[src/rtl/mux16_serializer_if.sv]
// Bundle of the scan request, lane vector and serial beat outputs shared
// between the serializer and whatever drives and consumes it.
interface mux16_serializer_if;
    logic        start;
    logic [15:0] d;
    logic        y;
    logic [3:0]  sel;
    logic        valid;
    logic        done;
    logic        busy;

    modport master (
        output start,
        output d,
        input  y,
        input  sel,
        input  valid,
        input  done,
        input  busy
    );

    modport slave (
        input  start,
        input  d,
        output y,
        output sel,
        output valid,
        output done,
        output busy
    );
endinterface

[src/rtl/mux16_serializer.sv]
// Snapshots a 16-lane vector on start and emits lanes 0..LAST_CH one per clock
// on a serial line, tagging each beat with its channel index.
module mux16_serializer #(
    parameter int LAST_CH = 15
) (
    input  logic                  clk,
    input  logic                  rst,
    mux16_serializer_if.slave     bus
);

    typedef enum logic {
        IDLE = 1'b0,
        SCAN = 1'b1
    } state_t;

    localparam logic [3:0] LAST_SEL = 4'(LAST_CH);

    state_t      r_state;
    state_t      w_state_nxt;
    logic [15:0] r_snap;
    logic [15:0] w_snap_nxt;
    logic [3:0]  r_sel;
    logic [3:0]  w_sel_nxt;
    logic        r_y;
    logic        w_y_nxt;
    logic        r_valid;
    logic        w_valid_nxt;
    logic        w_last;
    logic [3:0]  w_sel_inc;

    assign w_last    = (r_sel == LAST_SEL);
    assign w_sel_inc = r_sel + 4'd1;

    always_ff @(posedge clk) begin
        if (rst) begin
            r_state <= IDLE;
            r_snap  <= '0;
            r_sel   <= '0;
            r_y     <= 1'b0;
            r_valid <= 1'b0;
        end else begin
            r_state <= w_state_nxt;
            r_snap  <= w_snap_nxt;
            r_sel   <= w_sel_nxt;
            r_y     <= w_y_nxt;
            r_valid <= w_valid_nxt;
        end
    end

    always_comb begin
        w_state_nxt = r_state;
        w_snap_nxt  = r_snap;
        w_sel_nxt   = r_sel;
        w_y_nxt     = r_y;
        w_valid_nxt = r_valid;
        case (r_state)
            IDLE: begin
                if (bus.start) begin
                    w_state_nxt = SCAN;
                    w_snap_nxt  = bus.d;
                    w_sel_nxt   = 4'd0;
                    w_y_nxt     = bus.d[0];
                    w_valid_nxt = 1'b1;
                end else begin
                    w_sel_nxt   = 4'd0;
                    w_y_nxt     = 1'b0;
                    w_valid_nxt = 1'b0;
                end
            end
            SCAN: begin
                if (!w_last) begin
                    w_sel_nxt   = w_sel_inc;
                    w_y_nxt     = r_snap[w_sel_inc];
                    w_valid_nxt = 1'b1;
                end else if (bus.start) begin
                    // Last beat doubles as the accept edge so scans chain gap-free
                    w_snap_nxt  = bus.d;
                    w_sel_nxt   = 4'd0;
                    w_y_nxt     = bus.d[0];
                    w_valid_nxt = 1'b1;
                end else begin
                    w_state_nxt = IDLE;
                    w_sel_nxt   = 4'd0;
                    w_y_nxt     = 1'b0;
                    w_valid_nxt = 1'b0;
                end
            end
            default: begin
                w_state_nxt = IDLE;
                w_sel_nxt   = 4'd0;
                w_y_nxt     = 1'b0;
                w_valid_nxt = 1'b0;
            end
        endcase
    end

    assign bus.y     = r_y;
    assign bus.sel   = r_sel;
    assign bus.valid = r_valid;
    assign bus.busy  = r_valid;
    assign bus.done  = r_valid && w_last;

endmodule
[src/flat_wrapper.sv]
// flat-port wrapper written by rule: the top's interface ports become plain ports
module mux16_serializer_flat 
#(
    parameter int LAST_CH = 15
)
  (clk, rst, bus_start, bus_d, bus_y, bus_sel, bus_valid, bus_done, bus_busy);
  mux16_serializer_if bus_i ();
  input  logic clk;
  input  logic rst;
  input wire logic [$bits(bus_i.start)-1:0] bus_start;
  input wire logic [$bits(bus_i.d)-1:0] bus_d;
  output wire logic [$bits(bus_i.y)-1:0] bus_y;
  output wire logic [$bits(bus_i.sel)-1:0] bus_sel;
  output wire logic [$bits(bus_i.valid)-1:0] bus_valid;
  output wire logic [$bits(bus_i.done)-1:0] bus_done;
  output wire logic [$bits(bus_i.busy)-1:0] bus_busy;
  assign bus_i.start = bus_start;
  assign bus_i.d = bus_d;
  assign bus_y = bus_i.y;
  assign bus_sel = bus_i.sel;
  assign bus_valid = bus_i.valid;
  assign bus_done = bus_i.done;
  assign bus_busy = bus_i.busy;
  mux16_serializer #(.LAST_CH(LAST_CH)) u_core (.clk(clk), .rst(rst), .bus(bus_i));
endmodule
[config.mk]
export PLATFORM = sky130hd
export DESIGN_NAME = mux16_serializer_flat
export DESIGN_NICKNAME = d
export VERILOG_FILES = /design/src/rtl/mux16_serializer_if.sv /design/src/rtl/mux16_serializer.sv /design/src/flat_wrapper.sv
export SDC_FILE = /design/constraint.sdc
export NUM_CORES = 1
export LEC_CHECK = 0
export BUFFER_PORTS_ARGS = -buffer_cell sky130_fd_sc_hd__buf_4
export CAP_MARGIN = 15
export CORE_MARGIN = 1.5
export CORE_UTILIZATION = 40
export DETAILED_ROUTE_END_ITERATION = 10
export HOLD_SLACK_MARGIN = 0.03
export SLEW_MARGIN = 20
export SYNTH_ARGS = -nofsm -noshare
export SYNTH_HDL_FRONTEND = slang
export SYNTH_SLANG_ARGS = --single-unit
[constraint.sdc]
create_clock -name clk -period 3.1 [get_ports clk]
set_input_delay 0.465 -clock clk [delete_from_list [all_inputs] [get_ports clk]]
set_output_delay 0.465 -clock clk [all_outputs]
set_load 0.05 [all_outputs]
==> key figures <==
Synth
  – Sequential share of the synthesized area: a little under half
  – Yosys top cell area share: around 48%
  – Area contributors post-synth: dfxtp_1 (48%), nand2_1 (14%), mux4_1 (11%)
  – Avg Cell Area, Syn: approximately 8.9 um^2
  – Synthesized area: around 920 um^2
  – Synth area leader: dfxtp_1
  – Synth Register Bits: 22
  – Syn_nets: between 100 and 150
  – Post-synthesis cell count: 103
  – Synth warnings: 0
  – Synth unique cells: 19

Power and ir drop
  – LEAKAGE: approximately 0.52 nW
  – VDD IR max: roughly 0.30 mV
  – Total chip power: between 0.6 and 0.7 mW
  – PD cells: around 520 mW/mm^2

Drt
  – Post-DRT Antenna Nets: 0
  – Drt via density: a little over 5
  – Via count: slightly below 800
  – Drt wl/cell: between 10 and 15 um
  – Post-Route WL: between 1.5 and 2 mm
  – Drt first pass iters: 4
  – Iter 0 DRT Violations: 9
  – Post-route DRC: 0

Timing
  – Setup violators final: 0
  – RSZ-0062 raised after global routing: false
  – Setup Skew: around 0.0097 ns
  – Setup_tns: 0 ns
  – Period utilisation layout: roughly two thirds
  – Final min period: 2.06 ns
  – Pins Over Slew Limit: 0
  – Slew headroom: between 50% and 60%
  – Peak Freq: between 0.4 and 0.5 GHz
  – Fin. Hold Viols: 0
  – Worst slew pin tran: 0.632 ns

Critical path
  – Reg-to-reg slack, setup: approximately 1.0 ns
  – Critical path class: reg2reg
  – R2R cell count: 5
  – Crit path from: u_core.bus.sel[0]
  – Critical path arrival: about 2.3 ns
  – Worst path max stage delay: ~0.57 ns
  – Critical-path maximum fanout: 8
  – Slowest cell on the critical path: mux4_1
  – Worst reg2reg path startpoint: u_core.bus.sel[0]
  – Reg-to-reg endpoint: u_core.bus.y
  – Worst path cell trace: ha_1 > mux4_1 > mux2_2 > a32oi_1 > o31ai_1
  – Worst setup path end: u_core.bus.y
  – Setup crit start kind: register
  – Worst Setup End Kind: register
  – Critical path required time: around 3.3 ns

Place
  – DP Wirelength: roughly 1.3 mm
  – Final Wtd Congestion: 0.749
  – Port Buf Inserts: 26

Clock tree
  – Max clock buf depth: 2
  – TritonCTS clock tree: done
  – Post-CTS setup buffers: 0
  – Clk sink count: 22
  – CTS-repair resized insts: 0
  – Clock root cell: clkbuf_4
  – Cts hold-fix bufs: 0
  – Total number of H-tree levels: 1
  – CTS Buf Count: 3
  – Worst-Skew Late Latency: 0.31 ns
  – Clock slew at reported path FFs: between 0.1 and 0.15 ns

Cells and area
  – ANT cells: 0
  – Synth-to-layout area growth: 27.6%
  – Layout cells sized above 1: between 20% and 30%
  – Nets: 148
  – Fin util: a little over half

Floorplan
  – Die W: about 51 um
  – Cell row count: 17
  – Die height: 51.0 um
  – Num ports: 27
  – DIE AREA: approximately 0.0026 mm^2
  – Initial Util: between 40% and 50%
  – Core area: roughly 0.0022 mm^2

Outcome
  – Outcome: finished clean

GRT
  – First-pass GRT wire length: just over 3 mm
  – Initial antenna violation count: 0
  – Gr usage total: approximately 16%
  – Largest net degree at the start of global routing: 19
  – Remaining Overflow, GRT: 0
  – Vias in the first global route: 684

Min path
  – Worst hold path type: in2reg

Flow run
  – MaxCap Viol Count: 0
[synthesized netlist by cell type (all sizes together)]
master and number:
a21oi 17, a32oi 1, and2 1, and3 1, buf 3, clkbuf 3
dfxtp 22, ha 1, inv 3, mux2 1, mux2i 1, mux4 4
nand2 34, nand3 3, nor2 5, o31ai 1, xor2 2
[area by class of cell]
| cell class | count | area, um^2 |
|---|---|---|
| multi-input cells | 72 | 439 |
| clock inverters | 1 | 30.0 |
| well taps | 28 | 35.0 |
| fillers | 223 | 1020 |
| repair buffers | 26 | 195 |
| clock buffers | 3 | 22.5 |
| flip-flops and latches | 22 | 440 |
| inverters | 3 | 11.3 |
[logic make-up (layout without fill, tap and decap cells)]
| logic type | after synthesis | count (layout) | share of synthesized area, % |
|---|---|---|---|
| multiplexers | 6 | 6 | 13.7 |
| flip-flops | 22 | 22 | 47.9 |
| AO/OA/AOI/OAI | 19 | 19 | 11.0 |
| buffers and inverters | 9 | 33 | 4.35 |
| adder cells (fa/ha/maj) | 1 | 1 | 1.36 |
| XOR/XNOR | 2 | 2 | 2.72 |
| AND/OR/NAND/NOR | 44 | 44 | 18.9 |
[where the power goes]
| part | internal, mW | switching [mW] |
|---|---|---|
| combinational | 0.0366 | 0.0420 |
| clock | 0.131 | 0.0902 |
| sequential | 0.297 | 0.00921 |
[metrics by stage]
step / cells / area [um^2] / hold slack [ns] / setup slack (ns)
2_1_floorplan: 103 / 920 / 0.432 / 0.792
3_3_place_gp: 151 / 1120 / 0.444 / 1.13
3_5_place_dp: 151 / 1120 / 0.448 / 1.07
4_1_cts: 155 / 1170 / 0.374 / 1.04
5_1_grt: 155 / 1170 / 0.373 / 0.938
6_report: 155 / 1170 / 0.381 / 1.04
[flip-flops by register name, indices dropped and copies added, names as in the netlist]
| name | count |
|---|---|
| u_core.r_snap | 16 |
| u_core.bus.sel | 4 |
| u_core.bus.y | 1 |
| u_core.r_state | 1 |
[cells in the final DEF, fill, tap and decap left out]
master	count
inv_1	3
o31ai_1	1
nor2_1	5
xor2_2	1
dfxtp_1	22
a32oi_1	1
ha_1	1
nand3_1	3
a21oi_1	17
nand2_1	34
mux2i_1	1
buf_4	26
and2_1	1
and3_1	1
clkbuf_4	3
mux2_2	1
bufinv_16	1
mux4_1	4
xor2_1	1
[worst max-delay path: cells and delay by family, from the launching register on]
kind	cells	cell delay, ns
fa+ha+maj	1	0.44
compound gates	2	0.25
mux	2	0.85
flops	1	0.42
[layer usage]
layer  vias up  global-route usage (%)  routed length [um]
met5         -                       0                   0
met4         0                    9.46                  30
met3         4                    3.51                  71
met2        18                    26.4                 912
met1       365                    19.7                 856
li1        397                       -                   -
[worst min path at each step]
| stage | from | end | slack, ns | cells after the start |
|---|---|---|---|---|
| detailed placement | u_core.r_snap[7] | u_core.r_snap[7] | 0.45 | 2 |
| finish | bus_d[12] | u_core.r_snap[12] | 0.38 | 3 |
| CTS | bus_d[12] | u_core.r_snap[12] | 0.37 | 3 |
| floorplan | u_core.r_snap[11] | u_core.r_snap[11] | 0.43 | 2 |
| global route | bus_d[10] | u_core.r_snap[10] | 0.37 | 3 |
| global placement | u_core.r_snap[12] | u_core.r_snap[12] | 0.44 | 2 |
Note: power is estimated with default switching activity, not from simulation.
